## config.mk

```make
export PLATFORM = sky130hd
export DESIGN_NAME = frame_sequencer
export DESIGN_NICKNAME = d
export VERILOG_FILES = /design/src/rtl/ghffe_pkg.sv /design/src/rtl/sample_decimator.sv /design/src/rtl/frame_sequencer.sv
export SDC_FILE = /design/constraint.sdc
export NUM_CORES = 1
export LEC_CHECK = 0
export ABC_AREA = 0
export CAP_MARGIN = 20
export CELL_PAD_IN_SITES_DETAIL_PLACEMENT = 1
export CELL_PAD_IN_SITES_GLOBAL_PLACEMENT = 1
export CORE_MARGIN = 1
export CORE_UTILIZATION = 36
export CTS_BUF_LIST = sky130_fd_sc_hd__clkbuf_4 sky130_fd_sc_hd__clkbuf_8
export CTS_CLUSTER_DIAMETER = 120
export DETAILED_ROUTE_END_ITERATION = 16
export PLACE_DENSITY_LB_ADDON = 0.1
export SYNTH_ARGS = -nofsm -noshare
export SYNTH_HDL_FRONTEND = slang
export SYNTH_SLANG_ARGS = --single-unit
export TNS_END_PERCENT = 5
```

## constraint.sdc

```tcl
create_clock -name clk -period 1.6 [get_ports clk]
set_input_delay 0.32 -clock clk [delete_from_list [all_inputs] [get_ports clk]]
set_output_delay 0.32 -clock clk [all_outputs]
set_load 0.1 [all_outputs]
```

## src/rtl/ghffe_pkg.sv

```systemverilog
// Shared types and defaults for the guitar-capture frame sequencer.
package ghffe_pkg;

  localparam int unsigned FRAME_LEN_DEF = 1024;
  localparam int unsigned SAMPLE_W_DEF  = 16;
  localparam int unsigned OVF_W         = 8;

  typedef enum logic [1:0] {
    BANK_FREE    = 2'd0,
    BANK_FULL    = 2'd1,
    BANK_READING = 2'd2
  } bank_st_e;

  typedef enum logic [1:0] {
    ST_IDLE = 2'd0,
    ST_FILL = 2'd1,
    ST_WAIT = 2'd2
  } seq_st_e;

  // Increment that sticks at all-ones.
  function automatic logic [OVF_W-1:0] sat_inc(input logic [OVF_W-1:0] v);
    return (v == '1) ? v : v + OVF_W'(1);
  endfunction

endpackage

```

## src/rtl/sample_decimator.sv

```systemverilog
// Keeps every DECIMth sample_valid pulse while enabled; phase restarts when en drops.
module sample_decimator #(
  parameter int unsigned DECIM = 1
) (
  input  logic clk,
  input  logic reset_n,
  input  logic en_i,
  input  logic sample_valid_i,
  output logic accept_c
);

  localparam int unsigned CW = 8;
  localparam logic [CW-1:0] LAST = CW'(DECIM - 1);

  logic [CW-1:0] cnt_q, cnt_d;

  always_comb begin
    cnt_d    = cnt_q;
    accept_c = 1'b0;
    if (!en_i) begin
      cnt_d = '0;
    end else if (sample_valid_i) begin
      accept_c = (cnt_q == '0);
      cnt_d    = (cnt_q == LAST) ? '0 : cnt_q + CW'(1);
    end
  end

  always_ff @(posedge clk or negedge reset_n) begin
    if (!reset_n) cnt_q <= '0;
    else          cnt_q <= cnt_d;
  end

endmodule

```

## src/rtl/frame_sequencer.sv

```systemverilog
// Writes decimated ADC samples into a ping-pong frame RAM and hands full
// banks to the FFT core over a valid/ready + done handshake.
module frame_sequencer
  import ghffe_pkg::*;
#(
  parameter  int unsigned FRAME_LEN = FRAME_LEN_DEF,
  parameter  int unsigned SAMPLE_W  = SAMPLE_W_DEF,
  parameter  int unsigned DECIM     = 1,
  localparam int unsigned AW        = $clog2(FRAME_LEN)
) (
  input  logic                clk,
  input  logic                reset_n,
  input  logic                en,
  input  logic [SAMPLE_W-1:0] sample,
  input  logic                sample_valid,
  output logic                wr_en,
  output logic                wr_bank,
  output logic [AW-1:0]       wr_addr,
  output logic [SAMPLE_W-1:0] wr_data,
  output logic                frame_valid,
  output logic                frame_bank,
  input  logic                frame_ready,
  input  logic                frame_done,
  output logic [OVF_W-1:0]    overflow_cnt,
  output logic [1:0]          state
);

  localparam logic [AW-1:0] LAST_IDX = AW'(FRAME_LEN - 1);

  seq_st_e             state_q, state_d;
  bank_st_e            bank_q [2];
  bank_st_e            bank_d [2];
  logic                wb_q, wb_d, rb_q, rb_d;
  logic [AW-1:0]       idx_q, idx_d;
  logic [OVF_W-1:0]    ovf_q, ovf_d;
  logic                wr_en_q, wr_en_d, wr_bank_q, wr_bank_d;
  logic [AW-1:0]       wr_addr_q, wr_addr_d;
  logic [SAMPLE_W-1:0] wr_data_q, wr_data_d;
  logic                fv_q, fv_d, fb_q, fb_d;
  logic                fill_done;
  logic                accept_c;

  sample_decimator #(.DECIM(DECIM)) u_decim (
    .clk            (clk),
    .reset_n        (reset_n),
    .en_i           (en),
    .sample_valid_i (sample_valid),
    .accept_c       (accept_c)
  );

  always_comb begin
    state_d   = state_q;
    bank_d    = bank_q;
    wb_d      = wb_q;
    rb_d      = rb_q;
    idx_d     = idx_q;
    ovf_d     = ovf_q;
    wr_en_d   = 1'b0;
    wr_bank_d = wr_bank_q;
    wr_addr_d = wr_addr_q;
    wr_data_d = wr_data_q;
    fill_done = 1'b0;

    // Read side first, so a release this cycle is visible to the fill decisions below.
    if (fv_q && frame_ready) bank_d[rb_q] = BANK_READING;
    if (frame_done && (bank_q[rb_q] == BANK_READING)) begin
      bank_d[rb_q] = BANK_FREE;
      rb_d         = ~rb_q;
    end

    unique case (state_q)
      ST_IDLE: begin
        idx_d = '0;
        if (en) state_d = (bank_d[wb_q] == BANK_FREE) ? ST_FILL : ST_WAIT;
      end
      ST_FILL: begin
        if (!en) begin
          state_d = ST_IDLE;
          idx_d   = '0;
        end else if (accept_c) begin
          wr_en_d   = 1'b1;
          wr_bank_d = wb_q;
          wr_addr_d = idx_q;
          wr_data_d = sample;
          if (idx_q == LAST_IDX) begin
            bank_d[wb_q] = BANK_FULL;
            fill_done    = 1'b1;
            wb_d         = ~wb_q;
            idx_d        = '0;
            state_d      = (bank_d[wb_d] == BANK_FREE) ? ST_FILL : ST_WAIT;
          end else begin
            idx_d = idx_q + AW'(1);
          end
        end
      end
      ST_WAIT: begin
        if (!en) begin
          state_d = ST_IDLE;
          idx_d   = '0;
        end else begin
          if (accept_c) ovf_d = sat_inc(ovf_q);
          if (bank_d[wb_q] == BANK_FREE) state_d = ST_FILL;
        end
      end
      default: state_d = ST_IDLE;
    endcase

    // A bank filled this cycle is offered only after its last write strobe.
    fv_d = (bank_d[rb_d] == BANK_FULL) && !(fill_done && (wb_q == rb_d));
    fb_d = rb_d;
  end

  always_ff @(posedge clk or negedge reset_n) begin
    if (!reset_n) begin
      state_q   <= ST_IDLE;
      bank_q[0] <= BANK_FREE;
      bank_q[1] <= BANK_FREE;
      wb_q      <= 1'b0;
      rb_q      <= 1'b0;
      idx_q     <= '0;
      ovf_q     <= '0;
      wr_en_q   <= 1'b0;
      wr_bank_q <= 1'b0;
      wr_addr_q <= '0;
      wr_data_q <= '0;
      fv_q      <= 1'b0;
      fb_q      <= 1'b0;
    end else begin
      state_q   <= state_d;
      bank_q    <= bank_d;
      wb_q      <= wb_d;
      rb_q      <= rb_d;
      idx_q     <= idx_d;
      ovf_q     <= ovf_d;
      wr_en_q   <= wr_en_d;
      wr_bank_q <= wr_bank_d;
      wr_addr_q <= wr_addr_d;
      wr_data_q <= wr_data_d;
      fv_q      <= fv_d;
      fb_q      <= fb_d;
    end
  end

  assign wr_en        = wr_en_q;
  assign wr_bank      = wr_bank_q;
  assign wr_addr      = wr_addr_q;
  assign wr_data      = wr_data_q;
  assign frame_valid  = fv_q;
  assign frame_bank   = fb_q;
  assign overflow_cnt = ovf_q;
  assign state        = state_q;

endmodule

```

==> metrics.md, run 1 <==
| Metric | Value |
|---|---|
| Avg Cell Area, Syn | `9.22 sq um` |
| Status | `finished with violations` |
| CTS HTree Levels | `3` |
| Reg-to-Reg Start | `u_decim.cnt_q[0]` |
| XOR/XNOR share of the synthesized area | `2.91%` |
| Grt ovf | `0` |
| CTS tree | `done` |
| Worst VDD drop | `0.000579 V` |
| Mapped Nets | `353` |
| Mapped Cells | `327` |
| Power Density | `1270 nW/um^2` |
| Ys flop type | `dfrtp_1` |
| Area of the multi-input gates | `1460 sq um` |
| Slowest stage cell, crit path | `dfrtp_1` |
| HP Class | `in2reg` |
| Clk_skew | `7.30 ps` |
| Clk_lat worst skew | `350 ps` |
| Type of origin of the critical path | `register` |
| Worst rel slew slack | `72.8%` |
| Min Hold Slack | `504 ps` |
| Yosys warnings | `0` |
| Hold path start | `sample[12]` |
| Area contributors post-synth | `dfrtp_1 52%, nand2_1 13%, nand3_1 2.3%` |
| Worst Path Max Fanout | `6` |
| Synth unique cells | `48` |
| Largest net degree at the start of global routing | `64` |
| Register-to-register setup slack | `-230 ps` |
| Placed Area | `4570 sq um` |
| DRC Markers | `0` |
| WHS Path Cells | `3` |
| Clk slew on worst S/H paths | `70 ps` |
| Initial antenna violation count | `0` |
| # diodes | `0` |
| DRT antenna net count | `0` |
| Row count | `33` |
| Critical path depth in cells | `8` |
| Sequential area share after synthesis | `52.3%` |
| Finished Cell Area | `4930 sq um` |
| Crit path kind | `reg2reg` |
| Adder-Cell Fraction of Synth Area | `1.66%` |
| Yosys top cell by area | `dfrtp_1` |
| Fmax | `0.548 GHz` |
| Total die area | `8740 sq um` |
| Pre-antenna DRT Iters | `4` |
| Nets | `472` |
| Lkg Pwr | `2.35 nW` |
| Buf/Inv on CP | `3` |
| Largest family of logic cells by synthesized area | `simple AND/OR/NAND/NOR gates` |
| Die W | `93.5 um` |
| CP endpoint kind | `register` |
| R2r endpoint | `overflow_cnt[6]` |
| Simple-Gate Fraction of Synth Area | `28.3%` |
| Die extent in y | `93.5 um` |
| Final min period | `1830 ps` |
| Clk sinks | `63` |
| Ys async rst share | `100%` |
| Mux contribution to synthesized area | `0.374%` |
| Crit-path cells | `inv_2 > ha_4 > nor4b_4 > buf_6 > nand4_4 > buf_6 > nor4b_4 > xor2_1` |
| Clock buffer depth | `2` |
| First-pass GRT wire length | `14,800 um` |
| Initial detailed-routing violation count | `81` |
| Most frequent cells in the layout | `97 x nand2_1, 57 x dfrtp_1, 51 x buf_4, 43 x buf_12, 20 x clkdlybuf4s50_1` |
| Mapped cell area | `3010 sq um` |
| Final hold viol count | `0` |
| All-layer global routing usage | `22.1%` |
| Share of cells above drive strength 1 | `33.7%` |
| Core area | `8180 sq um` |
| Max Cap Viol | `0` |
| Routed WL per cell | `15.8 um` |
| IO Port Bufs | `61` |
| # setup viols final | `50` |
| Vias after detailed routing | `2,819` |
| WHS Endpoint | `wr_data[12]` |
| Worst r2r path cells | `8` |
| Ports | `62` |
| Worst-Margin Slew | `404 ps` |
| Clock buffer count from CTS | `9` |
| DP Wirelength | `6350 um` |
| Total wire length | `8760 um` |
| Initial Utilization | `36.9%` |
| Via density | `5.07` |
| Compound-Gate Fraction of Synth Area | `11.3%` |
| Crit path setup slack, layout | `-225 ps` |
| CTS root buffer | `clkbuf_8` |
| Crit-path max cell delay | `390 ps` |
| P&R area growth vs syn | `63.6%` |
| Worst EP arrival | `2090 ps` |
| GPL Wtd Cong | `0.830` |
| CP top delay family | `simple AND/OR/NAND/NOR gates` |
| Final cycle utilization of the critical path | `114%` |
| WP data required | `1860 ps` |
| FF+latch area | `1590 sq um` |
| Post-synth EDFFs | `0` |
| Vias in the first global route | `3,059` |
| RSZ-0062 raised after global routing | `true` |
| Layout fillers | `907` |
| Seq cells post-synth | `63` |
| Failing checks | `negative setup slack` |
| Commonest non-fill, non-tap cell in the layout | `nand2_1` |
| Yosys top cell area share | `52.3%` |
| Final Max Tran Viols | `0` |
-- area by class of cell --
| class | count | share of cell area (%) |
|---|---|---|
| flip-flops and latches | 63 | 32.2 |
| repair buffers | 122 | 31.0 |
| multi-input cells | 245 | 29.6 |
| clock buffers | 13 | 3.37 |
| well taps | 105 | 2.66 |
| clock inverters | 3 | 0.863 |
| inverters | 5 | 0.381 |
-- worst max-delay path by stage --
stage	endpoint	startpoint	slack, ps
floorplan	overflow_cnt[1]	state[0]	-270
global placement	overflow_cnt[6]	en	-310
detailed placement	overflow_cnt[6]	en	-380
CTS	overflow_cnt[6]	u_decim.cnt_q[0]	-200
finish	overflow_cnt[6]	u_decim.cnt_q[0]	-230
global route	overflow_cnt[6]	u_decim.cnt_q[1]	-330
-- metal layers --
layer  up-vias  GRT usage, %  wire length (um)
li1       1367             -                 -
met1      1402          28.0              3840
met2        39          38.0              4630
met3        11          4.55               192
met4         0          6.79                99
met5         -             0                 0
-- worst min-delay path, stage by stage --
cell and delay (ps):
clkdlybuf4s50_1 400, nand2_1 60, nand2_1 40
-- per-stage QoR --
| step | std cells | setup TNS (ps) | utilization, % | power [mW] | setup WS [ps] |
|---|---|---|---|---|---|
| 3_3_place_gp | 538 | -12180 | 55.8 | 4.76 | -306 |
| 6_report | 556 | -5880 | 60.3 | 6.24 | -225 |
| 3_5_place_dp | 538 | -14730 | 55.8 | 4.80 | -375 |
| 5_1_grt | 556 | -12040 | 60.3 | 6.47 | -327 |
| 2_1_floorplan | 327 | -6460 | - | 3.59 | -275 |
| 4_1_cts | 556 | -6000 | 59.7 | 6.30 | -201 |
-- report_power, final --
group / switching, mW / internal, mW
combinational: 1.81 / 0.986
sequential: 0.202 / 1.79
clock: 0.618 / 0.837
total: 2.62 / 3.61
-- repair_timing --
action / 4_1_cts / 5_1_grt
hold buffers: 1 / 0
endpoints found under the hold margin: 34 / 0
endpoints found under the setup margin: 56 / 59
resized for setup: 25 / 12
gates cloned: 0 / 0
pin swaps: 5 / 4
setup buffers: 1 / 0
-- synth_stat cells, types with 2 or more instances --
cell type and instances:
nand2_1 102, dfrtp_1 63, nor2_1 16, nand3_1 14
o21ai_0 14, a21oi_1 12, and3_1 8, clkbuf_1 6
nand4_1 6, xnor2_1 6, inv_1 5, nor3_1 5
a31oi_1 4, buf_2 4, ha_1 4, o31ai_1 4
xor2_1 4, and2_1 3, and3b_1 3, buf_4 3
nor2b_1 3, o21a_1 3, a221oi_1 2, and4_1 2
nor3_2 2, nor3b_1 2, nor4_1 2, o211ai_1 2
o21ai_1 2, o21bai_1 2, or3_1 2
-- state kept, by name, indices dropped and copies added, names as in the netlist, 2 cells and up --
name and flops:
wr_addr 10, wr_data 16, bank_q 4, overflow_cnt 8, state 2, idx_q 10, u_decim.cnt_q 8
-- logic make-up (layout without fill, tap and decap cells) --
| kind of cell | Yosys count | count (layout) |
|---|---|---|
| buf+inv | 19 | 143 |
| compound gates | 53 | 53 |
| xor+xnor | 10 | 10 |
| simple gates | 177 | 177 |
| mux | 1 | 1 |
| fa+ha+maj | 4 | 4 |
| flops | 63 | 63 |
Note: power is estimated with default switching activity, not from simulation.
==> run 2: changes to the inputs <==
--- a/config.mk
+++ b/config.mk
@@ -10,10 +10,11 @@
 export CELL_PAD_IN_SITES_DETAIL_PLACEMENT = 1
 export CELL_PAD_IN_SITES_GLOBAL_PLACEMENT = 1
 export CORE_MARGIN = 1
-export CORE_UTILIZATION = 36
+export CORE_UTILIZATION = 45
 export CTS_BUF_LIST = sky130_fd_sc_hd__clkbuf_4 sky130_fd_sc_hd__clkbuf_8
 export CTS_CLUSTER_DIAMETER = 120
 export DETAILED_ROUTE_END_ITERATION = 16
+export DONT_BUFFER_PORTS = 1
 export PLACE_DENSITY_LB_ADDON = 0.1
 export SYNTH_ARGS = -nofsm -noshare
 export SYNTH_HDL_FRONTEND = slang
==> metrics.md, run 2 (same netlist as run 1, synthesis figures left out) <==
| Metric | Value |
|---|---|
| IO Port Bufs | `0` |
| Most frequent cells in the layout | `90 x nand2_1, 80 x buf_4, 57 x dfrtp_1, 16 x nor2_1, 14 x nand3_1` |
| Worst-Margin Slew | `470 ps` |
| Max Cap Viol | `0` |
| GPL Wtd Cong | `0.818` |
| Fmax | `0.547 GHz` |
| Status | `finished with violations` |
| Share of cells above drive strength 1 | `35.4%` |
| Via density | `5.47` |
| Final cycle utilization of the critical path | `114%` |
| Clk_lat worst skew | `340 ps` |
| Area of the multi-input gates | `1490 sq um` |
| FF+latch area | `1590 sq um` |
| Worst VDD drop | `0.00135 V` |
| Final hold viol count | `63` |
| RSZ-0062 raised after global routing | `true` |
| # diodes | `0` |
| Ports | `62` |
| Routed WL per cell | `17.5 um` |
| Crit path kind | `reg2reg` |
| Worst rel slew slack | `68.3%` |
| DP Cell Count | `474` |
| Worst Path Max Fanout | `6` |
| Clock buffer depth | `2` |
| TNS Setup | `-3370 ps` |
| Core area | `6420 sq um` |
| Lkg Pwr | `2.07 nW` |
| Final min period | `1830 ps` |
| Clock buffer count from CTS | `9` |
| Largest net degree at the start of global routing | `64` |
| Layout fillers | `766` |
| All-layer global routing usage | `26.1%` |
| Die extent in y | `83.8 um` |
| Worst EP arrival | `2040 ps` |
| Commonest non-fill, non-tap cell in the layout | `nand2_1` |
| Initial detailed-routing violation count | `120` |
| First-pass GRT wire length | `14,200 um` |
| WP data required | `1820 ps` |
| P&R area growth vs syn | `35.8%` |
| Failing checks | `design-rule violations, negative hold slack, negative setup slack` |
| Clk_skew | `8.25 ps` |
| CTS HTree Levels | `3` |
| Layout Cells excl Fill | `492` |
| DRT antenna net count | `0` |
| Min Hold Slack | `-334 ps` |
| DRC Markers | `8` |
| Die W | `83.8 um` |
| Nets | `438` |
| CTS root buffer | `clkbuf_8` |
| CTS tree | `done` |
| Total die area | `7030 sq um` |
| Type of origin of the critical path | `register` |
| Grt ovf | `0` |
| Total wire length | `8590 um` |
| Final core occ | `63.7%` |
| Vias in the first global route | `2,843` |
| Row count | `29` |
| Power Density | `1340 nW/um^2` |
| # setup viols final | `49` |
| Vias after detailed routing | `2,690` |
| Initial Utilization | `46.9%` |
| DP Wirelength | `5770 um` |
| CP endpoint kind | `register` |
| Clk slew on worst S/H paths | `70 ps` |
| Pre-antenna DRT Iters | `11` |
| Max reg flops | `16` |
| Initial antenna violation count | `0` |
| Crit path setup slack, layout | `-227 ps` |
| Final Max Tran Viols | `0` |
| HP Class | `in2async` |
| Clk sinks | `63` |
## run 2: power by group
part / switching, mW / internal [mW]
logic: 1.76 / 0.417
registers: 0.0913 / 1.79
clock network: 0.593 / 0.823
## run 2: final timing paths
path	cells past startpoint	to	from	slack, ps
setup / recovery	8	frame_valid	u_decim.cnt_q[1]	-230
max in group asynchronous	0	bank_q[3]	reset_n	1830
hold reg to reg	2	wr_data[14]	wr_data[14]	480
min in group clk	2	state[1]	en	80
hold / removal	0	idx_q[9]	reset_n	-330
setup reg to reg	8	frame_valid	u_decim.cnt_q[1]	-230
## run 2: critical path, stage by stage (launching register included)
cell	delay, ps
dfrtp_1	390
inv_2	90
ha_4	130
nor4b_4	190
buf_6	170
and4_1	270
nand3_1	160
a31oi_1	240
a21oi_1	70
## run 2: layer usage
metal	wire length, um	GRT usage (%)	vias up	part of all wire [%]
li1	-	-	1286	-
met1	3780	32.6	1342	44
met2	4450	45.3	51	52
met3	245	4.06	11	2.9
met4	125	10.5	0	1.5
met5	0	0	-	0
## run 2: cell type report
type / instances / share of cell area, %
sequential: 63 / 38.8
multi-input combinational: 245 / 36.3
timing repair buffer: 88 / 17.3
clock buffer: 13 / 4.06
tap: 77 / 2.35
clock inverter: 1 / 0.733
inverter: 5 / 0.458
## run 2: what timing repair did
item | 4_1_cts | 5_1_grt
resized for setup | 18 | 28
pin swaps | 9 | 5
setup endpoints to repair | 56 | 53
hold endpoints to repair | 63 | 63
setup buffers | 4 | 0
## run 2: through the flow
step,setup WS [ps],power [mW],area [sq um]
finish,-227,5.48,4090
global route,-290,5.66,4090
CTS,-126,5.47,4000
detailed placement,-350,4.04,3700
global placement,-203,4.00,3700
floorplan,-275,3.59,3040
